===== src/rtl/shifter_right_seq_if.sv =====
// Start/done handshake bundle for the sequential right shifter.
// master drives start/dataA/dataB/Signal; slave returns busy/done/dataOut.
interface shifter_right_seq_if #(
  parameter int WIDTH = 32
);
  logic             start;
  logic [WIDTH-1:0] dataA;
  logic [WIDTH-1:0] dataB;
  logic [5:0]       Signal;
  logic             busy;
  logic             done;
  logic [WIDTH-1:0] dataOut;

  modport master (
    output start, dataA, dataB, Signal,
    input  busy, done, dataOut
  );

  modport slave (
    input  start, dataA, dataB, Signal,
    output busy, done, dataOut
  );
endinterface


===== src/rtl/shifter_right_seq.sv =====
// Multi-cycle log right shifter (SRL/SRA), one binary stage per cycle.
// Ports: clk, rst_n (async low), bus (slave: start/dataA/dataB/Signal in;
// busy/done/dataOut out). Macro SHIFTER_SRA_EN enables arithmetic fill.
module shifter_right_seq #(
  parameter int         WIDTH    = 32,
  parameter logic [5:0] SRL_CODE = 6'b000010,
  parameter logic [5:0] SRA_CODE = 6'b000011
) (
  input  logic                clk,
  input  logic                rst_n,
  shifter_right_seq_if.slave  bus
);

  typedef enum logic {
    S_IDLE,
    S_SHIFT
  } state_t;

  state_t           r_state;
  state_t           w_state_n;
  logic [WIDTH-1:0] r_acc;
  logic [WIDTH-1:0] w_acc_n;
  logic [4:0]       r_amt;
  logic [4:0]       w_amt_n;
  logic [2:0]       r_k;
  logic [2:0]       w_k_n;
  logic             r_sra;
  logic             w_sra_n;
  logic             r_done;
  logic             w_done_n;
  logic [WIDTH-1:0] r_dout;
  logic [WIDTH-1:0] w_dout_n;

  logic             w_fill;
  logic             w_mode;
  logic [5:0]       w_dist;
  logic [2*WIDTH-1:0] w_wide;
  logic [WIDTH-1:0] w_stage;
  logic             w_unused;

`ifdef SHIFTER_SRA_EN
  assign w_mode   = (bus.Signal == SRA_CODE);
  assign w_fill   = r_sra & r_acc[WIDTH-1];
  assign w_unused = ^{bus.dataB[WIDTH-1:5],
                      (bus.Signal == SRL_CODE)};
`else
  // Every opcode runs as SRL; mode flag stays 0.
  assign w_mode   = 1'b0;
  assign w_fill   = 1'b0;
  assign w_unused = ^{bus.dataB[WIDTH-1:5], r_sra,
                      (bus.Signal == SRL_CODE),
                      (bus.Signal == SRA_CODE)};
`endif

  // Fill word on top of the accumulator; shifting the pair by
  // 2^k leaves fill bits in the vacated MSBs of the low half.
  assign w_dist  = 6'd1 << r_k;
  assign w_wide  = {{WIDTH{w_fill}}, r_acc} >> w_dist;
  assign w_stage = r_amt[r_k] ? w_wide[WIDTH-1:0] : r_acc;

  always_comb begin
    w_state_n = r_state;
    w_acc_n   = r_acc;
    w_amt_n   = r_amt;
    w_k_n     = r_k;
    w_sra_n   = r_sra;
    w_done_n  = 1'b0;
    w_dout_n  = r_dout;
    unique case (r_state)
      S_IDLE: begin
        if (bus.start) begin
          w_acc_n   = bus.dataA;
          w_amt_n   = bus.dataB[4:0];
          w_sra_n   = w_mode;
          w_k_n     = 3'd0;
          w_state_n = S_SHIFT;
        end
      end
      S_SHIFT: begin
        w_acc_n = w_stage;
        w_k_n   = r_k + 3'd1;
        if (r_k == 3'd4) begin
          w_dout_n  = w_stage;
          w_done_n  = 1'b1;
          w_k_n     = 3'd0;
          w_state_n = S_IDLE;
        end
      end
      default: w_state_n = S_IDLE;
    endcase
  end

  always_ff @(posedge clk or negedge rst_n) begin
    if (!rst_n) begin
      r_state <= S_IDLE;
      r_acc   <= '0;
      r_amt   <= '0;
      r_k     <= '0;
      r_sra   <= 1'b0;
      r_done  <= 1'b0;
      r_dout  <= '0;
    end else begin
      r_state <= w_state_n;
      r_acc   <= w_acc_n;
      r_amt   <= w_amt_n;
      r_k     <= w_k_n;
      r_sra   <= w_sra_n;
      r_done  <= w_done_n;
      r_dout  <= w_dout_n;
    end
  end

  assign bus.busy    = (r_state == S_SHIFT);
  assign bus.done    = r_done;
  assign bus.dataOut = r_dout;

endmodule


===== src/flat_wrapper.sv =====
// flat-port wrapper written by rule: the top's interface ports become plain ports
module shifter_right_seq_flat 
#(
  parameter int         WIDTH    = 32,
  parameter logic [5:0] SRL_CODE = 6'b000010,
  parameter logic [5:0] SRA_CODE = 6'b000011
)
  (clk, rst_n, bus_start, bus_dataA, bus_dataB, bus_Signal, bus_busy, bus_done, bus_dataOut);
  shifter_right_seq_if #(.WIDTH(WIDTH)) bus_i ();
  input  logic clk;
  input  logic rst_n;
  input wire logic [$bits(bus_i.start)-1:0] bus_start;
  input wire logic [$bits(bus_i.dataA)-1:0] bus_dataA;
  input wire logic [$bits(bus_i.dataB)-1:0] bus_dataB;
  input wire logic [$bits(bus_i.Signal)-1:0] bus_Signal;
  output wire logic [$bits(bus_i.busy)-1:0] bus_busy;
  output wire logic [$bits(bus_i.done)-1:0] bus_done;
  output wire logic [$bits(bus_i.dataOut)-1:0] bus_dataOut;
  assign bus_i.start = bus_start;
  assign bus_i.dataA = bus_dataA;
  assign bus_i.dataB = bus_dataB;
  assign bus_i.Signal = bus_Signal;
  assign bus_busy = bus_i.busy;
  assign bus_done = bus_i.done;
  assign bus_dataOut = bus_i.dataOut;
  shifter_right_seq #(.WIDTH(WIDTH), .SRL_CODE(SRL_CODE), .SRA_CODE(SRA_CODE)) u_core (.clk(clk), .rst_n(rst_n), .bus(bus_i));
endmodule

===== config.mk =====
export PLATFORM = sky130hd
export DESIGN_NAME = shifter_right_seq_flat
export DESIGN_NICKNAME = d
export VERILOG_FILES = /design/src/rtl/shifter_right_seq_if.sv /design/src/rtl/shifter_right_seq.sv /design/src/flat_wrapper.sv
export SDC_FILE = /design/constraint.sdc
export NUM_CORES = 1
export LEC_CHECK = 0
export CAP_MARGIN = 25
export CORE_MARGIN = 5
export CORE_UTILIZATION = 60
export DETAILED_ROUTE_END_ITERATION = 12
export DONT_BUFFER_PORTS = 1
export PLACE_DENSITY = 0.84
export SYNTH_ARGS = -nofsm -noshare
export SYNTH_HDL_FRONTEND = slang
export SYNTH_SLANG_ARGS = --single-unit

===== constraint.sdc =====
create_clock -name clk -period 4.35 [get_ports clk]
set_input_delay 0.87 -clock clk [delete_from_list [all_inputs] [get_ports clk]]
set_output_delay 0.87 -clock clk [all_outputs]
set_load 0.01 [all_outputs]

==> summary.txt <==
Layout
  • Layout cells sized above 1: between 10% and 20%
  • Post-layout util: 64.8%
  • Commonest non-fill, non-tap cell in the layout: nand2_1
  • Final instance area: around 5700 µm²
  • Fin cells: between 600 and 700
  • Most frequent cells in the layout: nand2_1, dfrtp_1, o21ai_0, mux2i_1, a21oi_1
  • Nets: 660
  • Diode count: 0
  • Layout Area Growth over Synthesis: 4.68%

Detailed routing
  • Iteration-0 DRC Markers: 529
  • Post-detailed-route wirelength per cell: around 27 µm
  • Met3 WL post-DR: around 2000 µm
  • Routed vias: ~5.2k
  • Metal2 WL: approximately 8500 µm
  • Max layer used: met4
  • Via-per-instance ratio: roughly 7.4
  • Routed WL: between 15,000 and 20,000 µm
  • DRC violations left: 0
  • Remaining antenna violation count after routing: 0
  • First-pass DRT Iterations: 6
  • Wl on met1: around 7400 µm

Synthesis
  • Count of cell types in the netlist: 60
  • YS warnings: 0
  • Post-Synth XOR/XNOR Area: 0%
  • Post-synthesis compound-gate area fraction: between 20% and 30%
  • Synth top area share: about a third
  • Synth Area in Adders: roughly 1.2%
  • Synth area leaders: dfrtp_1, mux2i_1, mux4_2
  • Flop and latch count out of synthesis: 74
  • Syn Inst Count: 606
  • Cell Area, Synth: around 5400 µm²
  • Largest area contributor in the netlist: dfrtp_1
  • Net Count, Synth: roughly 680
  • Post-synth top flop: dfrtp_1
  • Sequential-to-total area share from yosys stat: between 30% and 40%
  • Largest family of logic cells by synthesized area: compound AO/OA/AOI/OAI gates
  • Mux cell area share after synthesis: roughly 18%
  • Post-synth EDFFs: 0
  • Async SR Flop Fraction: 100%
  • Syn_area_per_cell: between 8 and 9 µm²
  • Area share of and/or/nand/nor cells after synthesis: between 10% and 20%

Outcome
  • Run status: finished, final reports clean

STA
  • RSZ-0062 raised after global routing: no
  • Final max-slew violation count: 0
  • Worst setup margin: slightly above 1 ns
  • Final hold viol count: 0
  • Min cycle time layout: 3.32 ns
  • Final setup fails: 0
  • Worst Tran Pin Value: slightly below 0.8 ns
  • WHS: between 0.15 and 0.2 ns
  • Slew HR: between 40% and 50%
  • Clk_skew: slightly above 0.02 ns
  • FMAX: about 300 MHz
  • Final TNS setup: 0 ns
  • Final cycle utilization of the critical path: approximately 76%

Placement
  • Inst Count DP: 679
  • DP Area: around 5500 µm²
  • Dpl ws: around 1.2 ns
  • GP Congestion: approximately 1.0
  • Hpwl dp: 13,700 µm
  • I/O Buffers: 0

GRT
  • Initial antenna violation count: 0
  • Vias in the first global route: 4,974
  • First-pass GRT wire length: approximately 29,000 µm
  • Tot GR Track Use: between 30% and 40%
  • Largest net degree at the start of global routing: 75
  • Remaining Overflow, GRT: 0

Setup path
  • Setup crit start kind: flop
  • Critical path endpoint category: flop
  • CP max FO: 16
  • Worst setup startpoint: u_core.r_k[0]$_DFFE_PN0P_
  • Worst R2R End: u_core.r_acc[5]$_DFFE_PN0P_
  • Crit Path Category: flop to flop
  • CP required: 4.58 ns
  • Flop-to-flop setup slack: around 1 ns
  • Reg2reg start: u_core.r_k[0]$_DFFE_PN0P_
  • Reg2reg path depth: 9
  • Crit path DAT: about 3.6 ns

Clock network
  • Total CTS buffers: 9
  • Post-CTS setup buffer count: 0
  • CTS Sinks: 74
  • Clock Latency Late Sink: 0.36 ns
  • Resized cells post-CTS: 0
  • CTS clk-pin slew, worst paths: 0.10 ns
  • Root Driver: clkbuf_8
  • CTS tree: done
  • CTS Hold Bufs: 0
  • CTS Buffer Depth: 2
  • H-tree lvl count: 3

Die
  • Die Area: 11,000 µm²
  • Initial Util: around three fifths
  • Die X: about 110 µm
  • Core box area: between 8000 and 9000 µm²
  • Io pins: roughly 110
  • Die height: 105 µm
  • Rows: 34

Worst hold path
  • Worst hold path class: primary input to async pin

Pwr
  • Power, Total: just under 6 mW
  • Leakage: 2.37 nW
  • Power Density: ~1000 nW/µm²
  • Worst vdd ir: between 700 and 800 µV

Job
  • Max cap viols: 0
## cells in the mapped netlist, types with 5 or more instances
cell type   n
nor2b_1    17
nor2_1     31
a211oi_1   15
o21ai_0    48
a22oi_1    31
o211ai_1   10
o221ai_1    7
mux2_2     12
nor3b_1     5
nor3_1     11
nand3_1     8
a221oi_1    6
dfrtp_1    74
mux4_2     18
mux2i_1    42
ha_1        5
a21oi_1    39
a31oi_1     6
inv_1      12
o2111ai_1   5
clkbuf_1   30
o21ai_1     9
buf_2      18
nand2b_1    5
nand2_1    79
a21o_1      5
## sequential cells by signal, indices dropped and copies added, names as in the netlist
register and flops:
u_core.bus.busy 1, u_core.bus.dataOut 32, u_core.bus.done 1, u_core.r_acc 32
u_core.r_amt 5, u_core.r_k 3
## kinds of logic (layout without fill, tap and decap cells)
kind of cell,after synthesis,count (layout)
AND/OR/NAND/NOR,174,174
AO/OA/AOI/OAI,211,211
buffers and inverters,70,51
multiplexers,72,72
flip-flops,74,74
adder cells (fa/ha/maj),5,5
## worst max path at each step
stage / end / slack [ns]
CTS: u_core.bus.dataOut[17]$_DFFE_PN0P_ / 1.15
finish: u_core.r_acc[5]$_DFFE_PN0P_ / 1.03
global route: u_core.bus.dataOut[2]$_DFFE_PN0P_ / 0.92
global placement: u_core.r_acc[17]$_DFFE_PN0P_ / 1.20
detailed placement: u_core.bus.dataOut[17]$_DFFE_PN0P_ / 1.17
floorplan: u_core.r_acc[0]$_DFFE_PN0P_ / 2.02
## layout make-up
cell class | instances | area [µm²]
multi-input cells | 462 | 3260
flip-flops and latches | 74 | 1850
clock inverters | 7 | 82.6
fillers | 760 | 3090
well taps | 108 | 135
repair buffers | 22 | 178
clock buffers | 9 | 124
inverters | 13 | 48.8
## where the power goes
| group | switching [mW] | internal (mW) |
|---|---|---|
| Combinational | 2.32 | 1.46 |
| Clock | 0.309 | 0.275 |
| Sequential | 0.550 | 1.01 |
## metal layers
metal,track usage (%),up-vias
met5,0,-
li1,-,2221
met2,51.4,348
met4,12.5,0
met1,46.3,2561
met3,7.89,46
## critical path: stages (launching register included)
cell,delay (ns)
dfrtp_1,0.46
inv_1,0.11
ha_1,0.67
nor3b_1,0.36
buf_4,0.21
a22oi_1,0.07
o2111ai_1,0.33
o21ai_0,0.34
a211oi_1,0.49
a21oi_1,0.15
Note: power is estimated with default switching activity, not from simulation.
